<file path="config.mk">
export PLATFORM = sky130hd
export DESIGN_NAME = fifo_drain_packer
export DESIGN_NICKNAME = d
export VERILOG_FILES = /design/src/rtl/fifo_pkg.sv /design/src/rtl/pack_idle_timer.sv /design/src/rtl/fifo_drain_packer.sv
export SDC_FILE = /design/constraint.sdc
export NUM_CORES = 1
export LEC_CHECK = 0
export ABC_CLOCK_PERIOD_IN_PS = 2060
export BUFFER_PORTS_ARGS = -buffer_cell sky130_fd_sc_hd__buf_2
export CORE_MARGIN = 1.5
export CORE_UTILIZATION = 48
export CTS_CLUSTER_DIAMETER = 200
export DETAILED_ROUTE_END_ITERATION = 12
export GPL_ROUTABILITY_DRIVEN = 0
export HOLD_SLACK_MARGIN = 0.02
export PLACE_DENSITY_LB_ADDON = 0.1
export SLEW_MARGIN = 40
export SYNTH_ARGS = -nofsm -noshare
export SYNTH_HDL_FRONTEND = slang
export SYNTH_SLANG_ARGS = --single-unit
</file>
<file path="constraint.sdc">
create_clock -name clk -period 2.06 [get_ports clk]
set_clock_uncertainty 0.2 [all_clocks]
set_input_delay 0.412 -clock clk [delete_from_list [all_inputs] [get_ports clk]]
set_output_delay 0.412 -clock clk [all_outputs]
set_load 0.1 [all_outputs]
</file>
<file path="src/rtl/fifo_pkg.sv">
// Shared definitions for the 3-bit async FIFO and its read-side consumers.
// Holds the symbol width default, packer state encoding and a clog2 helper.
package fifo_pkg;

    localparam int unsigned FIFO_DW = 3;

    typedef enum logic {
        COLLECT = 1'b0,
        HOLD    = 1'b1
    } pack_state_t;

    function automatic int unsigned clog2(input int unsigned v);
        int unsigned r;
        r = 0;
        while ((32'd1 << r) < v)
            r = r + 1;
        return r;
    endfunction

endpackage

</file>
<file path="src/rtl/pack_idle_timer.sv">
// Idle down-counter for the packer: reloads on clr, counts down on en,
// and flags expire on the enabled cycle that finds it at zero.
module pack_idle_timer
    import fifo_pkg::*;
#(
    parameter int unsigned TO_CYC = 16,
    localparam int unsigned TW = (TO_CYC > 1) ? clog2(TO_CYC) : 1
) (
    input  logic clk,
    input  logic rst_n,
    input  logic clr,
    input  logic en,
    output logic expire
);

    logic [TW-1:0] cnt;

    always_ff @(posedge clk or negedge rst_n) begin
        if (!rst_n) begin
            cnt <= TW'(TO_CYC - 1);
        end else if (clr) begin
            cnt <= TW'(TO_CYC - 1);
        end else if (en && (cnt != '0)) begin
            cnt <= cnt - TW'(1);
        end
    end

    assign expire = en && (cnt == '0);

endmodule

</file>
<file path="src/rtl/fifo_drain_packer.sv">
// Read-domain consumer of the async FIFO: packs PACK symbols per output word.
// Optional partial-word timeout flush is enabled by defining PACK_FLUSH_EN.
module fifo_drain_packer
    import fifo_pkg::*;
#(
    parameter int unsigned DW     = FIFO_DW,
    parameter int unsigned PACK   = 4,
    parameter int unsigned TO_CYC = 16,
    localparam int unsigned OW    = DW * PACK,
    localparam int unsigned CW    = clog2(PACK + 1)
) (
    input  logic          clk,
    input  logic          rst_n,
    input  logic          fifo_empty,
    output logic          fifo_ren,
    input  logic [DW-1:0] fifo_dout,
    output logic [OW-1:0] out_data,
    output logic [CW-1:0] out_cnt,
    output logic          out_valid,
    input  logic          out_ready
);

    pack_state_t   state, state_nxt;
    logic [CW-1:0] count;
    logic          inflight;
    logic [DW-1:0] slot [PACK];
    logic [CW:0]   inuse;
    logic [CW-1:0] filled;
    logic [OW-1:0] word_nxt;
    logic          load;
    logic          idle_exp;

    // inuse counts popped-but-not-captured symbols so the last slot is never over-popped
    assign inuse  = {1'b0, count} + {{CW{1'b0}}, inflight};
    assign filled = count + CW'(inflight);

`ifdef PACK_FLUSH_EN
    logic idle_en;

    assign idle_en = (state == COLLECT) && (count != '0) && (count < CW'(PACK))
                     && !inflight && !fifo_ren;

    pack_idle_timer #(
        .TO_CYC (TO_CYC)
    ) u_idle_timer (
        .clk    (clk),
        .rst_n  (rst_n),
        .clr    (inflight),
        .en     (idle_en),
        .expire (idle_exp)
    );
`else
    // no partial flush in this build; TO_CYC kept for a uniform parameter list
    assign idle_exp = 1'b0 && (TO_CYC != 0);
`endif

    always_comb begin
        state_nxt = state;
        load      = 1'b0;
        fifo_ren  = 1'b0;
        case (state)
            COLLECT: begin
                fifo_ren = !fifo_empty && (inuse < (CW + 1)'(PACK));
                if ((inflight && (filled == CW'(PACK))) || idle_exp) begin
                    state_nxt = HOLD;
                    load      = 1'b1;
                end
            end
            HOLD: begin
                if (out_ready)
                    state_nxt = COLLECT;
            end
            default: state_nxt = COLLECT;
        endcase
    end

    // word assembled from the slots plus the symbol being captured this cycle
    always_comb begin
        word_nxt = '0;
        for (int unsigned k = 0; k < PACK; k++) begin
            if (CW'(k) < filled)
                word_nxt[k*DW +: DW] = (inflight && (count == CW'(k))) ? fifo_dout : slot[k];
        end
    end

    always_ff @(posedge clk) begin
        for (int unsigned k = 0; k < PACK; k++) begin
            if (inflight && (count == CW'(k)))
                slot[k] <= fifo_dout;
        end
    end

    always_ff @(posedge clk or negedge rst_n) begin
        if (!rst_n) begin
            state     <= COLLECT;
            count     <= '0;
            inflight  <= 1'b0;
            out_valid <= 1'b0;
            out_data  <= '0;
            out_cnt   <= '0;
        end else begin
            state    <= state_nxt;
            inflight <= fifo_ren;
            if ((state == HOLD) && out_ready) begin
                count     <= '0;
                out_valid <= 1'b0;
            end else if (inflight) begin
                count <= count + CW'(1);
            end
            if (load) begin
                out_valid <= 1'b1;
                out_data  <= word_nxt;
                out_cnt   <= filled;
            end
        end
    end

endmodule

</file>
==> Word level (Yosys, flattened, before mapping) <==
Memory sizes are Yosys's and may differ from the RTL's. A register that Yosys moved wholly into a read port is not among the register bits.
Cells that the tools add are included.
Widths: inputs -> output; s select.
{ "totals": {"word_cells": 59, "ff_bits": 9, "in_bits": 7, "n_memories": 1, "ram_bits": 12, "output_inout_bits": 17} }
{ "memory_table": {"columns": ["memory", "words", "word_bits", "read_ports", "rd_clocked_by_memory_dff", "wr", "line_no", "text"], "rows": [
  ["slot", 4, 3, 4, 4, 1, "fifo_drain_packer.sv:26", "logic [DW-1:0] slot [PACK];"]
]} }
{ "op_classes": {"add_sub_neg": 3, "reduce_logical": 18, "n_eq_ne": 4, "mux": 26, "bitwise_logic": 1, "order_cmp": 1} }
{ "op_table": {"columns": ["op", "count"], "rows": [
  ["$mux 1", 17],
  ["$mux 3", 5],
  ["$reduce_or 3->1", 3],
  ["$logic_and 1x1->1", 7],
  ["$eq 3x2->1 const B", 2],
  ["$mux 2", 3],
  ["$logic_not 1->1", 5],
  ["$add 3x1->4", 1],
  ["$lt 4x3->1 const B", 1],
  ["$reduce_bool 2->1", 2],
  ["$add 3x1->3", 1],
  ["$add 3x1->3 const B", 1],
  ["$eq 3x1->1 const B", 1],
  ["$eq 3x3->1 const B", 1],
  ["$logic_not 3->1", 1],
  ["$pmux 1 s2", 1],
  ["$not 1->1", 1]
]} }

==> Depth between registers and ports, before layout <==
{ "depth": {"word_depth": 8, "ltp_mapped": 6, "mapped_depth_nobuf": 5} }

==> Worst setup path after synthesis <==
OpenSTA, ideal clock, no wires.
{ "synth_path": {"path_type": "flip-flop to output port", "from": "register count[0]", "to": "output port fifo_ren", "required_ps": 1448, "n_path_buf": 0, "path_stages_with_launch": 6, "path_slack_ps": -1629, "t_arrival_ps": 3077, "path_cell_list": "dfrtp_1 -> ha_1 -> ha_1 -> a21boi_0 -> a21oi_1 -> nor3_1"} }
{ "synth_via": {"elab_chain_len": 4} }
{ "synth_lines": {"columns": ["element", "line_no", "text"], "rows": [
  ["start, declared", "fifo_drain_packer.sv:24", "logic [CW-1:0] count;"],
  ["start signal, assigned", "fifo_drain_packer.sv:108", "count <= count + CW'(1);"],
  ["$add 3x1->4", "fifo_drain_packer.sv:34", "assign inuse = {1'b0, count} + {{CW{1'b0}}, inflight};"],
  ["$lt 4x3->1", "fifo_drain_packer.sv:63", "fifo_ren = !fifo_empty && (inuse < (CW + 1)'(PACK));"],
  ["$logic_and 1x1->1", "fifo_drain_packer.sv:63", null],
  ["$mux 1", "fifo_drain_packer.sv:61", "case (state)"],
  ["end, declared", "fifo_drain_packer.sv:15", "output logic fifo_ren,"]
]} }
No other way between the ends.

==> Worst setup path after layout <==
{ "layout_path": {"from": "register inflight", "to": "output port fifo_ren"} }
{ "layout_via": {"elab_chain_len": 4} }
{ "layout_lines": {"columns": ["element", "line_no", "text"], "rows": [
  ["start, declared", "fifo_drain_packer.sv:25", "logic inflight;"],
  ["start signal, assigned", "fifo_drain_packer.sv:103", "inflight <= fifo_ren;"],
  ["$add 3x1->4", "fifo_drain_packer.sv:34", null],
  ["$lt 4x3->1", "fifo_drain_packer.sv:63", null],
  ["$logic_and 1x1->1", "fifo_drain_packer.sv:63", null],
  ["$mux 1", "fifo_drain_packer.sv:61", null]
]} }
No other way between the ends.

==> out/results.tsv <==
stage	metric	value	unit
run_status	status	complete, but fails checks	
run_status	violations	negative setup slack	
synthesis	synthCells	86	
die	core_area	2540	sq um
min_path	hold_start	fifo_empty	
timing	setup_violations	1	
layout	final_cells	150	
timing	fin_crit	2.30	ns
timing	hold_viol	0	
global_routing	grt_max_degree	22	
synthesis	synthSimpleGateAreaFrac	7.72	%
layout	antenna_cells	0	
global_routing	grt_use_total	16.5	%
route	vias_per_cell	5.00	
global_routing	grt_antenna_before_repair	0	
synthesis	synth_ff_type	dfrtp_1	
worst_setup_path	critical_path.startpoint	inflight	
cts	cts_sinks	33	
worst_setup_path	critPathLaunchType	register	
place	io_buffers	23	
timing	maxSlewHeadroom	67.8	%
min_path	hold_path_class	in2reg	
run	cap_violations	0	
worst_setup_path	r2r_cells	6	
global_routing	overflow	0	
route	dr.pass1.iters	4	
timing	holdWs	0.0653	ns
cts	cts_buffer_depth	2	
cts	cts_buffers	5	
die	start_util	52.2	%
die	die_x	55.6	um
layout	fin_area	1630	sq um
route	ant_nets	0	
global_routing	use_met2	26.9	%
global_routing	grt.busiest_layer	met2	
synthesis	yosysWarnings	0	
cts	cts-root-buf	clkbuf_4	
timing	period_share	111	%
synthesis	async_flop_share	63.6	%
timing	rsz0062_at_grt	yes	
worst_setup_path	cp.required	1.45	ns
synthesis	ys_seq_area_share	64.4	%
synthesis	syn_nets	100	
worst_setup_path	cp-end-kind	primary output	
layout	area_delta_synth_final	22.8	%
timing	final-max-slew-violation-count	0	
route	num_vias	750	
synthesis	synth_area_per_cell	15.5	sq um
layout	fillers	202	
route	avgRoutedWirePerCell	14.3	um
synthesis	syn_area	1330	sq um
cts	clkTransAtPathRegs	0.10	ns
place	dp.cells	140	
synthesis	synth_fa_ha_area_share	6.59	%
worst_setup_path	cp.arrival	1.68	ns
cts	clock_latency	0.33	ns
place	dpl.hpwl	1.57	mm
synthesis	synthMuxAreaShare	14.9	%
route	drt-initial-drc-count	15	
die	core.rowCount	18	
layout	seqCellArea	857	sq um
synthesis	synth_xor_xnor_area_share	1.32	%
global_routing	grt_use_met3	6.98	%
global_routing	grt.met1_usage	17.6	%
global_routing	grt_pass1_vias	787	
die	die_area	3090	sq um
layout	multi_input_area	488	sq um
min_path	hold_depth	2	
route	remaining_drc_errors	0	
worst_setup_path	path_class	reg2out	
place	postPlaceCellArea	1560	sq um
synthesis	synth_edf_count	9	
synthesis	ys_types	24	
layout	nNetsFinal	133	
die	dieHeight	55.6	um
timing	worstMarginPinSlew	0.487	ns
cts	cts_tree	done	
timing	worst_slack	-0.236	ns
synthesis	synth_top_family_by_area	multiplexers	
worst_setup_path	crit_fanout	3	
synthesis	ys_ff_latch	33	
worst_setup_path	r2r_start	count[0]	
synthesis	synth_compound_area_share	2.73	%
timing	max_clock_freq	436	MHz
layout	drive_gt1_share	50.0	%
die	pin_count	24	
global_routing	grt_pass1_wl	3.71	mm
timing	setup_tns	-0.236	ns
route	wl	2.14	mm
cts	h-tree-depth	2	
==> cells by family after synthesis <==
kind of cell    count (synthesis)
compound gates                  6
simple gates                   16
xor+xnor                        2
buf+inv                         6
fa+ha+maj                       7
mux                            16
flops                          33
==> worst max-delay path, stage by stage, from the launching register on <==
cell	delay, ns
dfrtp_1	0.43
ha_4	0.19
ha_4	0.16
a21boi_2	0.15
a21oi_2	0.18
nor3_4	0.06
buf_12	0.18
==> layout make-up <==
class                           instances  area share [%]
Tap cell                               30            2.30
Inverter                                4           0.920
Sequential cell                        33            52.5
Timing Repair Buffer                   28            11.2
Clock inverter                          2           0.613
Clock buffer                            6            2.53
Multi-Input combinational cell         47            29.9
==> metrics by stage <==
step / utilization, % / worst slack, ns
6_report: 64.1 / -0.236
5_1_grt: 64.1 / -0.331
4_1_cts: 64.0 / -0.261
3_5_place_dp: 61.3 / 0.0272
3_3_place_gp: 61.3 / 0.0589
2_1_floorplan: - / -0.307
==> repair_timing <==
item | in CTS | in global routing
hold buffers | 1 | 0
setup endpoints to repair | 1 | 4
endpoints found under the hold margin | 21 | 0
resized for setup | 1 | 1
pin swaps | 1 | 0
buffers inserted | 1 | 0
==> sequential cells by signal, indices dropped and copies added (netlist names) <==
| signal | flops |
|---|---|
| count | 3 |
| inflight | 1 |
| out_cnt | 3 |
| out_data | 12 |
| out_valid | 1 |
| slot | 12 |
| state | 1 |
==> worst paths after layout <==
kind | slack (ns) | end
worst max-delay path | -0.24 | fifo_ren
worst min-delay path | 0.07 | inflight
worst max register to register | 0.06 | out_data[11]
worst min register to register | 0.26 | out_cnt[2]
max in group asynchronous | 0.94 | count[0]
min in group asynchronous | 0.35 | out_cnt[1]
==> metal layers <==
layer  vias up  wire length (um)  share of wire, %
li1        365                 -                 -
met1       353               888                41
met2        22              1070                50
met3        10                99               4.6
met4         0                88               4.1
met5         -                 0                 0
==> layout by cell type, fill, tap and decap left out, types with 2 or more instances in the layout <==
master and instances:
buf_2 22, dfrtp_1 20, mux2_2 10, edfxtp_1 9, mux2_4 5, ha_1 5
clkbuf_4 5, inv_1 4, and2_1 3, nor2_1 3, nand2_1 3, buf_4 3
dfxtp_1 3, and2_2 2, a21oi_1 2, ha_4 2, clkinv_2 2, buf_12 2
==> synthesized netlist by cell type (2+ instances only) <==
cell type,n,area [sq um]
dfrtp_1,21,526
mux2_2,10,113
edfxtp_1,9,270
ha_1,7,87.6
mux2_4,5,75.1
inv_1,4,15.0
nand2_1,4,15.0
a21oi_1,3,15.0
and2_1,3,18.8
dfxtp_1,3,60.1
nor2_1,3,11.3
and2_2,2,15.0
Power is left out: the tool's default activity adds up to more than one toggle a clock period on the data nets, which glitch-free logic cannot reach.
